$ cat src/rtl/booth_div.sv
// ============================================================================
// Module   : booth_div
// Purpose  : Sequential radix-2 non-restoring divider, one quotient bit per
//            cycle, valid/ready on both sides. Optional two's complement
//            operands when BOOTH_DIV_SIGNED_EN is defined.
// Revision : 1.0 - initial release
// ============================================================================
`default_nettype none

module booth_div #(
  parameter int WORD_LEN = 8
) (
  input  logic                i_clk,
  input  logic                i_arst_n,
  input  logic                i_valid,
  output logic                o_ready,
  input  logic [WORD_LEN-1:0] i_dividend,
  input  logic [WORD_LEN-1:0] i_divisor,
  output logic                o_valid,
  input  logic                i_ready,
  output logic [WORD_LEN-1:0] o_quotient,
  output logic [WORD_LEN-1:0] o_remainder,
  output logic                o_div_by_zero
);

  localparam int            C_CW   = $clog2(WORD_LEN);
  localparam logic [C_CW-1:0] C_LAST = C_CW'(WORD_LEN - 1);

  typedef enum logic [1:0] {
    S_IDLE = 2'd0,
    S_CALC = 2'd1,
    S_FIX  = 2'd2,
    S_DONE = 2'd3
  } state_t;

  state_t              r_state;
  logic [C_CW-1:0]     r_cnt;
  logic [WORD_LEN:0]   r_rem;
  logic [WORD_LEN-1:0] r_q;
  logic [WORD_LEN-1:0] r_dvs;
  logic                r_ready;
  logic                r_valid;
  logic [WORD_LEN-1:0] r_quotient;
  logic [WORD_LEN-1:0] r_remainder;
  logic                r_dbz;

  logic [WORD_LEN:0]   w_rem_sh;
  logic [WORD_LEN:0]   w_rem_nxt;
  logic [WORD_LEN-1:0] w_rem_fix;
  logic [WORD_LEN-1:0] w_dvd_mag;
  logic [WORD_LEN-1:0] w_dvs_mag;
  logic [WORD_LEN-1:0] w_q_fin;
  logic [WORD_LEN-1:0] w_r_fin;

  // Intermediate shifted remainder may exceed WORD_LEN+1 bits, but the
  // post add/subtract result always lies in [-D, D), so modular wrap is safe.
  assign w_rem_sh  = {r_rem[WORD_LEN-1:0], r_q[WORD_LEN-1]};
  assign w_rem_nxt = r_rem[WORD_LEN] ? (w_rem_sh + {1'b0, r_dvs})
                                     : (w_rem_sh - {1'b0, r_dvs});
  assign w_rem_fix = r_rem[WORD_LEN] ? (r_rem[WORD_LEN-1:0] + r_dvs)
                                     : r_rem[WORD_LEN-1:0];

`ifdef BOOTH_DIV_SIGNED_EN
  logic r_qneg;
  logic r_rneg;

  assign w_dvd_mag = i_dividend[WORD_LEN-1] ? (~i_dividend + 1'b1) : i_dividend;
  assign w_dvs_mag = i_divisor[WORD_LEN-1]  ? (~i_divisor + 1'b1)  : i_divisor;
  assign w_q_fin   = r_qneg ? (~r_q + 1'b1) : r_q;
  assign w_r_fin   = r_rneg ? (~w_rem_fix + 1'b1) : w_rem_fix;
`else
  assign w_dvd_mag = i_dividend;
  assign w_dvs_mag = i_divisor;
  assign w_q_fin   = r_q;
  assign w_r_fin   = w_rem_fix;
`endif

  always_ff @(posedge i_clk) begin
    if (!i_arst_n) begin
      r_state     <= S_IDLE;
      r_cnt       <= '0;
      r_rem       <= '0;
      r_q         <= '0;
      r_dvs       <= '0;
      r_ready     <= 1'b1;
      r_valid     <= 1'b0;
      r_quotient  <= '0;
      r_remainder <= '0;
      r_dbz       <= 1'b0;
`ifdef BOOTH_DIV_SIGNED_EN
      r_qneg      <= 1'b0;
      r_rneg      <= 1'b0;
`endif
    end else begin
      case (r_state)
        S_IDLE: begin
          if (i_valid) begin
            r_ready <= 1'b0;
            if (i_divisor == '0) begin
              r_quotient  <= '1;
              r_remainder <= i_dividend;
              r_dbz       <= 1'b1;
              r_state     <= S_DONE;
            end else begin
              r_rem   <= '0;
              r_q     <= w_dvd_mag;
              r_dvs   <= w_dvs_mag;
              r_cnt   <= '0;
              r_state <= S_CALC;
`ifdef BOOTH_DIV_SIGNED_EN
              r_qneg  <= i_dividend[WORD_LEN-1] ^ i_divisor[WORD_LEN-1];
              r_rneg  <= i_dividend[WORD_LEN-1];
`endif
            end
          end
        end
        S_CALC: begin
          r_rem <= w_rem_nxt;
          r_q   <= {r_q[WORD_LEN-2:0], ~w_rem_nxt[WORD_LEN]};
          r_cnt <= r_cnt + 1'b1;
          if (r_cnt == C_LAST) begin
            r_state <= S_FIX;
          end
        end
        S_FIX: begin
          r_quotient  <= w_q_fin;
          r_remainder <= w_r_fin;
          r_dbz       <= 1'b0;
          r_state     <= S_DONE;
        end
        S_DONE: begin
          // Results are already stable on entry; valid follows one edge later.
          if (!r_valid) begin
            r_valid <= 1'b1;
          end else if (i_ready) begin
            r_valid <= 1'b0;
            r_ready <= 1'b1;
            r_state <= S_IDLE;
          end
        end
        default: begin
          r_state <= S_IDLE;
        end
      endcase
    end
  end

  assign o_ready       = r_ready;
  assign o_valid       = r_valid;
  assign o_quotient    = r_quotient;
  assign o_remainder   = r_remainder;
  assign o_div_by_zero = r_dbz;

endmodule

`default_nettype wire
$ cat config.mk
export PLATFORM = sky130hd
export DESIGN_NAME = booth_div
export DESIGN_NICKNAME = d
export VERILOG_FILES = /design/src/rtl/booth_div.sv
export SDC_FILE = /design/constraint.sdc
export NUM_CORES = 1
export LEC_CHECK = 0
export ABC_AREA = 1
export CAP_MARGIN = 0
export CORE_MARGIN = 4
export CORE_UTILIZATION = 52
export CTS_BUF_LIST = sky130_fd_sc_hd__clkbuf_4
export CTS_CLUSTER_SIZE = 10
export DETAILED_ROUTE_END_ITERATION = 16
export PLACE_DENSITY = 0.79
export SLEW_MARGIN = 20
export SYNTH_ARGS = -nofsm -noshare
export SYNTH_HDL_FRONTEND = slang
export SYNTH_SLANG_ARGS = --single-unit
$ cat constraint.sdc
create_clock -name i_clk -period 1.95 [get_ports i_clk]
set_input_delay 0.39 -clock i_clk [delete_from_list [all_inputs] [get_ports i_clk]]
set_output_delay 0.39 -clock i_clk [all_outputs]
set_load 0.005 [all_outputs]
[After elaboration in Yosys (flattened, before gate mapping)]
Index checks and enable logic that the tools add are counted.
Cells by class
  add/subtract/negate cells: 4
  multiply operators: 0
  divide/modulo/power cells: 0
  magnitude comparators: 0
  equality and inequality tests: 10
  shift operators: 0
  mux-type cells: 32
  bitwise operators: 2
  reduce and logical (&&, ||, !) cells: 10
Operators by type and width (number)
  8-bit two-way mux: 7
  8-bit case mux with 2 select lines: 3
  9-bit two-way mux: 3
  9-bit case mux with 2 select lines: 1
  2-bit != test (second input constant): 6
  2-bit two-way mux: 5
  9-bit by 8-bit adder with 9-bit output: 1
  3-bit AND reduction: 3
  9-bit by 8-bit subtractor with 9-bit output: 1
  8-bit adder: 1
  8-bit logical NOT: 1
  2-bit case mux with 4 select lines: 1
  4-bit AND reduction: 2
  1-bit two-way mux: 7
  3-bit two-way mux: 2
  3-bit case mux with 2 select lines: 1
  2-bit nonzero test: 3
  2-bit equality test (second input constant): 2
  1-bit case mux with 2 select lines: 2
  3-bit by 1-bit adder with 3-bit output (second input constant): 1
  3-bit equality test (second input constant): 1
  2-bit by 1-bit equality test with 1-bit output (second input constant): 1
  2-bit logical NOT: 1
  1-bit NOT: 2
Word-level totals
  bits in registers: 49
  latch bits: 0
  RAM bits: 0
  bits in read-only memories: 0
  input port bits: 20
  output and inout bits: 19
  word-level logic and storage cells: 68
  memories kept: 0

[Logic depth before layout (Yosys ltp)]
Gate-level depths: netlist of the first run.
  depth after elaboration: 4
  mapped depth: 16

[Worst setup path before layout of the first run]
No wires, ideal clock.
  kind: register to register
  start point: register r_rem[8]
  end point: register r_rem[3]
  library setup time: 0.118 ns
  arrival: 1.861 ns
  path slack: -0.029 ns
  stages on the path, launching flop included: 11
  clock period less this slack: 1.979 ns
  cell sequence: dfxtp_1 > buf_2 > clkbuf_1 > nor2_1 > xor2_1 > ha_1 > nand2_1 > nand3_1 > or2_2 > nand3_1 > a21oi_1
Between the ends
  word-level cells in the longest chain between the ends: 2
RTL lines
  start, declared: RTL line 38  | logic [WORD_LEN:0] r_rem;
  start signal, assigned: RTL line 118  | r_rem <= w_rem_nxt;
  9-bit two-way mux: RTL line 58  | assign w_rem_nxt = r_rem[WORD_LEN] ? (w_rem_sh + {1'b0, r_dvs})
  9-bit case mux with 2 select lines: RTL line 95  | case (r_state)
Every way passes these cells.
A chain may end at the register's enable or synchronous reset.

[Final worst setup path of the first run]
  start point: register r_dvs[0]
  end point: register r_q[0]
Between the ends
  word-level cells in the longest chain between the ends: 4
  elaborated cells between the ends (all ways): 5
  those cells by class: add/sub: 2; mux: 2; bitwise: 1
RTL lines
  start, declared: RTL line 40  | logic [WORD_LEN-1:0] r_dvs;
  start signal, assigned: RTL line 107  | r_dvs <= w_dvs_mag;
  9-bit by 8-bit subtractor with 9-bit output / 9-bit by 8-bit adder with 9-bit output (equally long branches): RTL line 59, 58
  9-bit two-way mux *: RTL line 58
  1-bit NOT *: RTL line 119  | r_q <= {r_q[WORD_LEN-2:0], ~w_rem_nxt[WORD_LEN]};
  8-bit case mux with 2 select lines *: RTL line 95
  end signal, assigned: RTL line 106  | r_q <= w_dvd_mag;
  end signal, assigned: RTL line 119
  end, declared: RTL line 39  | logic [WORD_LEN-1:0] r_q;
Mark *: on every way between the ends. The rest lies on a longest branch, timed or not.

==> flow_metrics.py, run 1 <==
metrics = {
    "synth": {
        "synthMuxAreaShare_pct": 0,
        "yosys.area_share.adder_pct": 10.73,
        "synth_top_family_by_area": "simple AND/OR/NAND/NOR gates",
        "synthCells": 449,
        "syn_avg_cell_area_um2": 6.802,
        "synth_top_area_share_pct": 32.12,
        "ys_warn_count": 0,
        "synth_area_leaders": "dfxtp_1 (32%), nand2_1 (16%), ha_1 (9.4%), a21oi_1 (6.9%), inv_1 (6.6%)",
        "syn_nets": 494,
        "yosys.area_share.simple_pct": 28.59,
        "synth.most_common_cell": "nand2_1",
        "ys_seq_area_share_pct": 32.12,
        "syn_area_um2": 3054,
        "yosys_most_used_dff": "dfxtp_1",
        "synthXorXnorAreaFrac_pct": 2.868,
        "async_flop_share_pct": 0,
        "ys_types": 33,
        "synth-edff-count": 0,
        "synth-seq-cells": 49,
        "synth_compound_area_share_pct": 15.61,
        "yosys.area.top_type": "dfxtp_1",
        "synth_common_cells": "nand2_1 (128), inv_1 (54), dfxtp_1 (49)",
    },
    "detailed_routing": {
        "routed_via_density": 5.355,
        "first_iter_violations": 214,
        "drtAntennaViolNets": 0,
        "wl_um": 8537,
        "remaining_drc_errors": 0,
        "first_pass_iters": 5,
        "vias": 3181,
        "wl_per_cell_um": 14.37,
    },
    "outcome": {
        "violations": "setup timing",
        "status": "complete, but fails checks",
    },
    "placed_design": {
        "routabilityCongestion": 0.9621,
        "placed_area_um2": 3717,
        "place_ws_ns": -0.1288,
        "port_buffers": 38,
        "dp_hpwl_um": 6110,
    },
    "critical_path": {
        "reg2reg_setup_slack_ns": -0.15,
        "reg2reg_from": "r_dvs[0]",
        "slowest_delay_ns": 0.37,
        "cp_max_fo": 4,
        "cp_cell_sequence": "inv_4 > ha_4 > nand3_2 > nand2_4 > nand2_1 > xor2_1 > ha_1 > nand2_2 > nor2_2 > nand2_1 > nand2_2 > inv_1 > nand2_1 > nand3_1 > nand3_1 > inv_1",
        "crit_cells": 16,
        "endpoint": "r_q[0]",
        "crit_required_ns": 2.25,
        "r2r_cells": 16,
        "slowest_stage": "dfxtp_2",
        "cp_common_cell": "nand2_1",
        "r2r_end": "r_q[0]",
        "crit_arrival_ns": 2.40,
        "critPathLaunchType": "flop",
        "end_kind": "flop",
        "critPathTopFamily": "simple AND/OR/NAND/NOR gates",
        "critPathKind": "reg2reg",
        "cp_num_buf_inv": 3,
        "critPathLaunch": "r_dvs[0]",
    },
    "clock_network": {
        "path_clk_slew_ns": 0.17,
        "cts.sinks": 49,
        "cts_buffer_depth": 2,
        "hold_buffers": 0,
        "clkLatencyLatePin_ns": 0.38,
        "cts-buffers-inserted": 5,
        "cts_tree": "built",
        "htree_levels": 2,
        "root_buffer": "clkbuf_4",
    },
    "sta": {
        "drv_slew": 0,
        "slew_headroom_pct": 70.84,
        "period_share_pct": 107.7,
        "setup_viol_count_final": 5,
        "hold_viol": 0,
        "max_slew.worst_pin.slew_ns": 0.4367,
        "setup_slack_ns": -0.1502,
        "fmax_ghz": 0.4761,
        "rsz0062_at_grt": "yes",
        "skew_ns": 0.007172,
        "period_minus_slack_ns": 2.100,
    },
    "grt": {
        "grt_overflow_total": 0,
        "grt_pass1_wl_um": 13720,
        "grt_pass1_vias": 3022,
        "antenna_found_initial": 0,
        "track_usage_pct": 23.05,
        "grt_max_degree": 22,
    },
    "layout": {
        "stdcell_area_um2": 4028,
        "drive_gt1_share_pct": 22.41,
        "syn_to_final_growth_pct": 31.87,
        "insertedDiodeCount": 0,
        "nNetsFinal": 566,
        "n_fill_cell": 436,
    },
    "power": {
        "leakagePower_nw": 1.818,
        "finalPower_mw": 5.333,
        "powerDensity_nw_per_um2": 1324,
        "vdd_ir_drop_max_uv": 755.2,
    },
    "floorplanning": {
        "die_w_um": 84.64,
        "die_h_um": 84.64,
        "start_util_pct": 54.46,
        "die-area_um2": 7164,
        "pin_count": 39,
        "core_um2": 5608,
        "row_count": 27,
    },
    "flow_run": {
        "maxCapViolCount": 0,
    },
    "min_path": {
        "hold_start": "o_div_by_zero",
        "hold_path.class": "reg2reg",
    },
}
tightest hold or removal path: stages, from the launching register on:
cell	delay, ns
dfxtp_1	0.34
nand2_1	0.06
a21oi_1	0.05
sequential cells by signal, indices dropped and copies added (netlist names):
name and flops:
o_div_by_zero 1, r_rem 9, r_dvs 8, o_quotient 8, o_ready 1, r_state 2
o_valid 1, r_cnt 3, r_q 8, o_remainder 8
through the flow:
stage               hold WS [ns]  instances  util, %  setup TNS [ns]
floorplan                 0.4402        449        -               0
global placement          0.4492        581    66.29         -0.3274
detailed placement        0.4570        581    66.29         -0.8361
CTS                       0.4744        590    68.59         -0.1473
global route              0.5073        594    71.82          -1.233
finish                    0.4708        594    71.82         -0.4592
final cells by class:
cell class	count	area (um2)	area share [%]
multi-input cells	327	1958	48.62
clock inverters	3	28.78	0.7145
well taps	72	90.09	2.237
inverters	58	225.2	5.592
repair buffers	80	695.7	17.27
clock buffers	5	37.54	0.9320
flip-flops and latches	49	992.2	24.64
cells by family (layout without fill, tap and decap cells):
| logic type | count (synthesis) | after routing |
|---|---|---|
| flops | 49 | 49 |
| xor+xnor | 10 | 10 |
| fa+ha+maj | 25 | 25 |
| simple gates | 205 | 205 |
| compound gates | 87 | 87 |
| buf+inv | 73 | 146 |
metal layers:
metal	global-route usage, %	wire [um]
met5	0	0
met4	8.058	217
met3	4.514	459
met2	37.79	4103
met1	30.18	3756
how the worst min path moves through the flow:
stage | endpoint | cells past startpoint | slack [ns]
finish | o_div_by_zero | 2 | 0.47
CTS | o_div_by_zero | 2 | 0.47
detailed placement | o_div_by_zero | 2 | 0.46
global route | r_q[7] | 2 | 0.51
floorplan | o_quotient[5] | 2 | 0.44
global placement | o_div_by_zero | 2 | 0.45
layout by cell type, fill, tap and decap left out, types with 4 or more instances in the layout:
| cell | synthesis | final |
|---|---|---|
| nand3_2 | 0 | 6 |
| a21oi_1 | 42 | 36 |
| nor2_2 | 5 | 7 |
| nand3_1 | 28 | 21 |
| or2_2 | 5 | 4 |
| a31oi_1 | 8 | 8 |
| nand2_1 | 128 | 120 |
| xor2_1 | 10 | 7 |
| clkdlybuf4s50_1 | 0 | 38 |
| inv_2 | 3 | 6 |
| a21oi_2 | 1 | 7 |
| nand2_2 | 3 | 10 |
| o21ai_0 | 25 | 24 |
| clkbuf_4 | 0 | 5 |
| ha_4 | 0 | 4 |
| ha_1 | 23 | 18 |
| nor2_1 | 27 | 25 |
| inv_1 | 54 | 49 |
| dfxtp_1 | 49 | 44 |
| buf_4 | 1 | 42 |
| o22ai_1 | 7 | 7 |
repair_timing:
item,in CTS,in global routing
endpoints found under the setup margin,7,9
hold endpoints to repair,0,0
pin swaps,15,17
gates resized for setup,15,39
setup buffers,1,5
report_power, final:
| part | internal [mW] | total (mW) | switching (mW) |
|---|---|---|---|
| combinational | 1.47 | 3.30 | 1.83 |
| sequential | 1.25 | 1.48 | 0.235 |
| clock | 0.158 | 0.544 | 0.386 |
Note: power is estimated with default switching activity, not from simulation.
==> run 2: changes to the inputs <==
--- a/config.mk
+++ b/config.mk
@@ -13,7 +13,6 @@
 export CTS_CLUSTER_SIZE = 10
 export DETAILED_ROUTE_END_ITERATION = 16
 export PLACE_DENSITY = 0.79
-export SLEW_MARGIN = 20
 export SYNTH_ARGS = -nofsm -noshare
 export SYNTH_HDL_FRONTEND = slang
 export SYNTH_SLANG_ARGS = --single-unit
==> results of run 2 <==
The final DEF is identical to that of run 1; final timing and power are the same.
==> run 3: changes to the inputs <==
--- a/config.mk
+++ b/config.mk
@@ -5,7 +5,6 @@
 export SDC_FILE = /design/constraint.sdc
 export NUM_CORES = 1
 export LEC_CHECK = 0
-export ABC_AREA = 1
 export CAP_MARGIN = 0
 export CORE_MARGIN = 4
 export CORE_UTILIZATION = 52
==> flow_metrics.py, run 3 <==
metrics = {
    "outcome": {
        "status": "complete, but fails checks",
        "violations": "setup timing",
    },
    "synth": {
        "yosys_most_used_dff": "dfxtp_1",
        "ys_seq_area_share_pct": 33.09,
        "synth.most_common_cell": "nor2_1",
        "synth_common_cells": "nor2_1 (51), dfxtp_1 (49), ha_1 (23)",
        "syn_avg_cell_area_um2": 8.848,
        "yosys.area.top_type": "dfxtp_1",
        "ys_types": 52,
        "synth_area_leaders": "dfxtp_1 (33%), ha_1 (9.7%), nor2_1 (6.5%), mux2i_1 (6.4%), a21oi_1 (2.9%)",
        "syn_area_um2": 2964,
        "synth-seq-cells": 49,
        "syn_nets": 380,
        "ys_warn_count": 0,
        "synth-edff-count": 0,
        "synth_top_area_share_pct": 33.09,
        "synthCells": 335,
        "async_flop_share_pct": 0,
    },
    "sta": {
        "period_minus_slack_ns": 2.799,
        "skew_ns": 0.01920,
        "drv_slew": 0,
        "rsz0062_at_grt": "yes",
        "setup_viol_count_final": 13,
        "fmax_ghz": 0.3572,
        "setup_slack_ns": -0.8492,
        "period_share_pct": 143.5,
        "slew_headroom_pct": 65.57,
        "hold_viol": 0,
        "max_slew.worst_pin.slew_ns": 0.5158,
    },
    "grt": {
        "grt_pass1_wl_um": 15280,
        "antenna_found_initial": 0,
        "grt_max_degree": 23,
        "grt_pass1_vias": 3138,
        "grt_overflow_total": 0,
        "track_usage_pct": 26.88,
    },
    "detailed_routing": {
        "wl_um": 9995,
        "first_iter_violations": 277,
        "vias": 3112,
        "drtAntennaViolNets": 0,
        "remaining_drc_errors": 0,
        "first_pass_iters": 5,
        "wl_per_cell_um": 19.45,
        "routed_via_density": 6.054,
    },
    "placed_design": {
        "placed_area_um2": 3919,
        "place_inst": 498,
        "dp_hpwl_um": 6280,
        "routabilityCongestion": 0.8912,
        "port_buffers": 38,
    },
    "floorplanning": {
        "start_util_pct": 53.83,
        "die_w_um": 83.50,
        "core_um2": 5507,
        "die-area_um2": 6972,
        "pin_count": 39,
        "row_count": 27,
        "die_h_um": 83.50,
    },
    "clock_network": {
        "cts_tree": "built",
        "path_clk_slew_ns": 0.16,
        "cts-buffers-inserted": 5,
        "htree_levels": 2,
        "hold_buffers": 0,
        "cts_buffer_depth": 2,
        "root_buffer": "clkbuf_4",
        "clkLatencyLatePin_ns": 0.40,
        "cts.sinks": 49,
    },
    "min_path": {
        "hold_start": "i_divisor[7]",
        "hold-path-cell-count": 3,
        "hold_path.class": "in2reg",
    },
    "critical_path": {
        "crit_required_ns": 2.25,
        "critPathLaunch": "r_dvs[1]",
        "critPathLaunchType": "flop",
        "crit_arrival_ns": 3.10,
        "cp_max_fo": 5,
        "reg2reg_from": "r_dvs[1]",
        "r2r_cells": 10,
        "critPathKind": "reg2reg",
        "end_kind": "flop",
    },
    "power": {
        "finalPower_mw": 5.061,
        "leakagePower_nw": 1.789,
        "powerDensity_nw_per_um2": 1177,
        "vdd_ir_drop_max_uv": 624.8,
    },
    "layout": {
        "final_common_cell": "buf_4",
        "drive_gt1_share_pct": 31.45,
        "syn_to_final_growth_pct": 45.08,
        "largest_reg_flops": 9,
        "stdcell_area_um2": 4300,
        "n_fill_cell": 332,
        "postLayoutCoreUtil_pct": 78.10,
        "regMostFlops": "r_rem",
        "nNetsFinal": 486,
        "final_cell_mix": "buf_4 (70), nor2_1 (50), dfxtp_1 (45)",
        "fin_cells": 514,
        "insertedDiodeCount": 0,
    },
    "flow_run": {
        "maxCapViolCount": 0,
    },
}
[run 3: metrics by stage]
step	TNS [ns]	hold slack, ns	worst slack [ns]
after CTS	-4.247	0.4672	-0.7581
after global routing	-6.200	0.3868	-0.9167
final	-5.109	0.3584	-0.8492
after global placement	-9.868	0.4419	-0.6874
after detailed placement	-10.83	0.4483	-0.7961
after floorplan	-2.127	0.4356	-0.7083
[run 3: worst max-delay path, stage by stage, from the launching register on]
cell,delay [ns]
dfxtp_2,0.37
buf_4,0.17
nor4b_2,0.38
nor2_1,0.12
xor2_1,0.17
ha_1,0.34
a41oi_2,0.20
o21ai_2,0.09
o31a_1,0.27
or4_4,0.42
and3_1,0.15
[run 3: timing repair]
item / CTS / global route
gates cloned: 0 / 0
setup endpoints to repair: 13 / 26
pin swaps: 29 / 14
buffers inserted: 6 / 2
gates resized for setup: 30 / 16
[run 3: power by group]
group	switching [mW]	internal, mW	total, mW
clock	0.358	0.287	0.645
sequential	0.192	1.21	1.40
combinational	1.60	1.42	3.02
[run 3: path summary, 6_finish.rpt]
check,to,slack (ns)
max reg2reg,r_q[0],-0.85
max,r_q[0],-0.85
min reg2reg,r_cnt[2],0.50
min,r_dvs[7],0.36
[run 3: cells by family after synthesis]
group           synth area share (%)
simple gates                   20.77
buf+inv                        4.475
fa+ha+maj                      11.06
flops                          33.09
mux                            7.936
xor+xnor                       4.728
compound gates                 17.94
[run 3: area by class of cell]
| type | count | area, um2 | share of cell area, % |
|---|---|---|---|
| multi-input combinational | 257 | 2079 | 48.36 |
| timing repair buffer | 115 | 1012 | 23.54 |
| sequential | 49 | 985.9 | 22.93 |
| tap | 72 | 90.09 | 2.095 |
| inverter | 13 | 48.80 | 1.135 |
| clock buffer | 6 | 45.04 | 1.047 |
| clock inverter | 2 | 38.79 | 0.9020 |
[run 3: per-layer routing]
layer	global-route usage (%)	routed length (um)	vias up
li1	-	-	1420
met1	31.38	3924	1465
met2	46.94	4914	168
met3	5.627	653	59
met4	12.57	503	0
met5	0	0	-
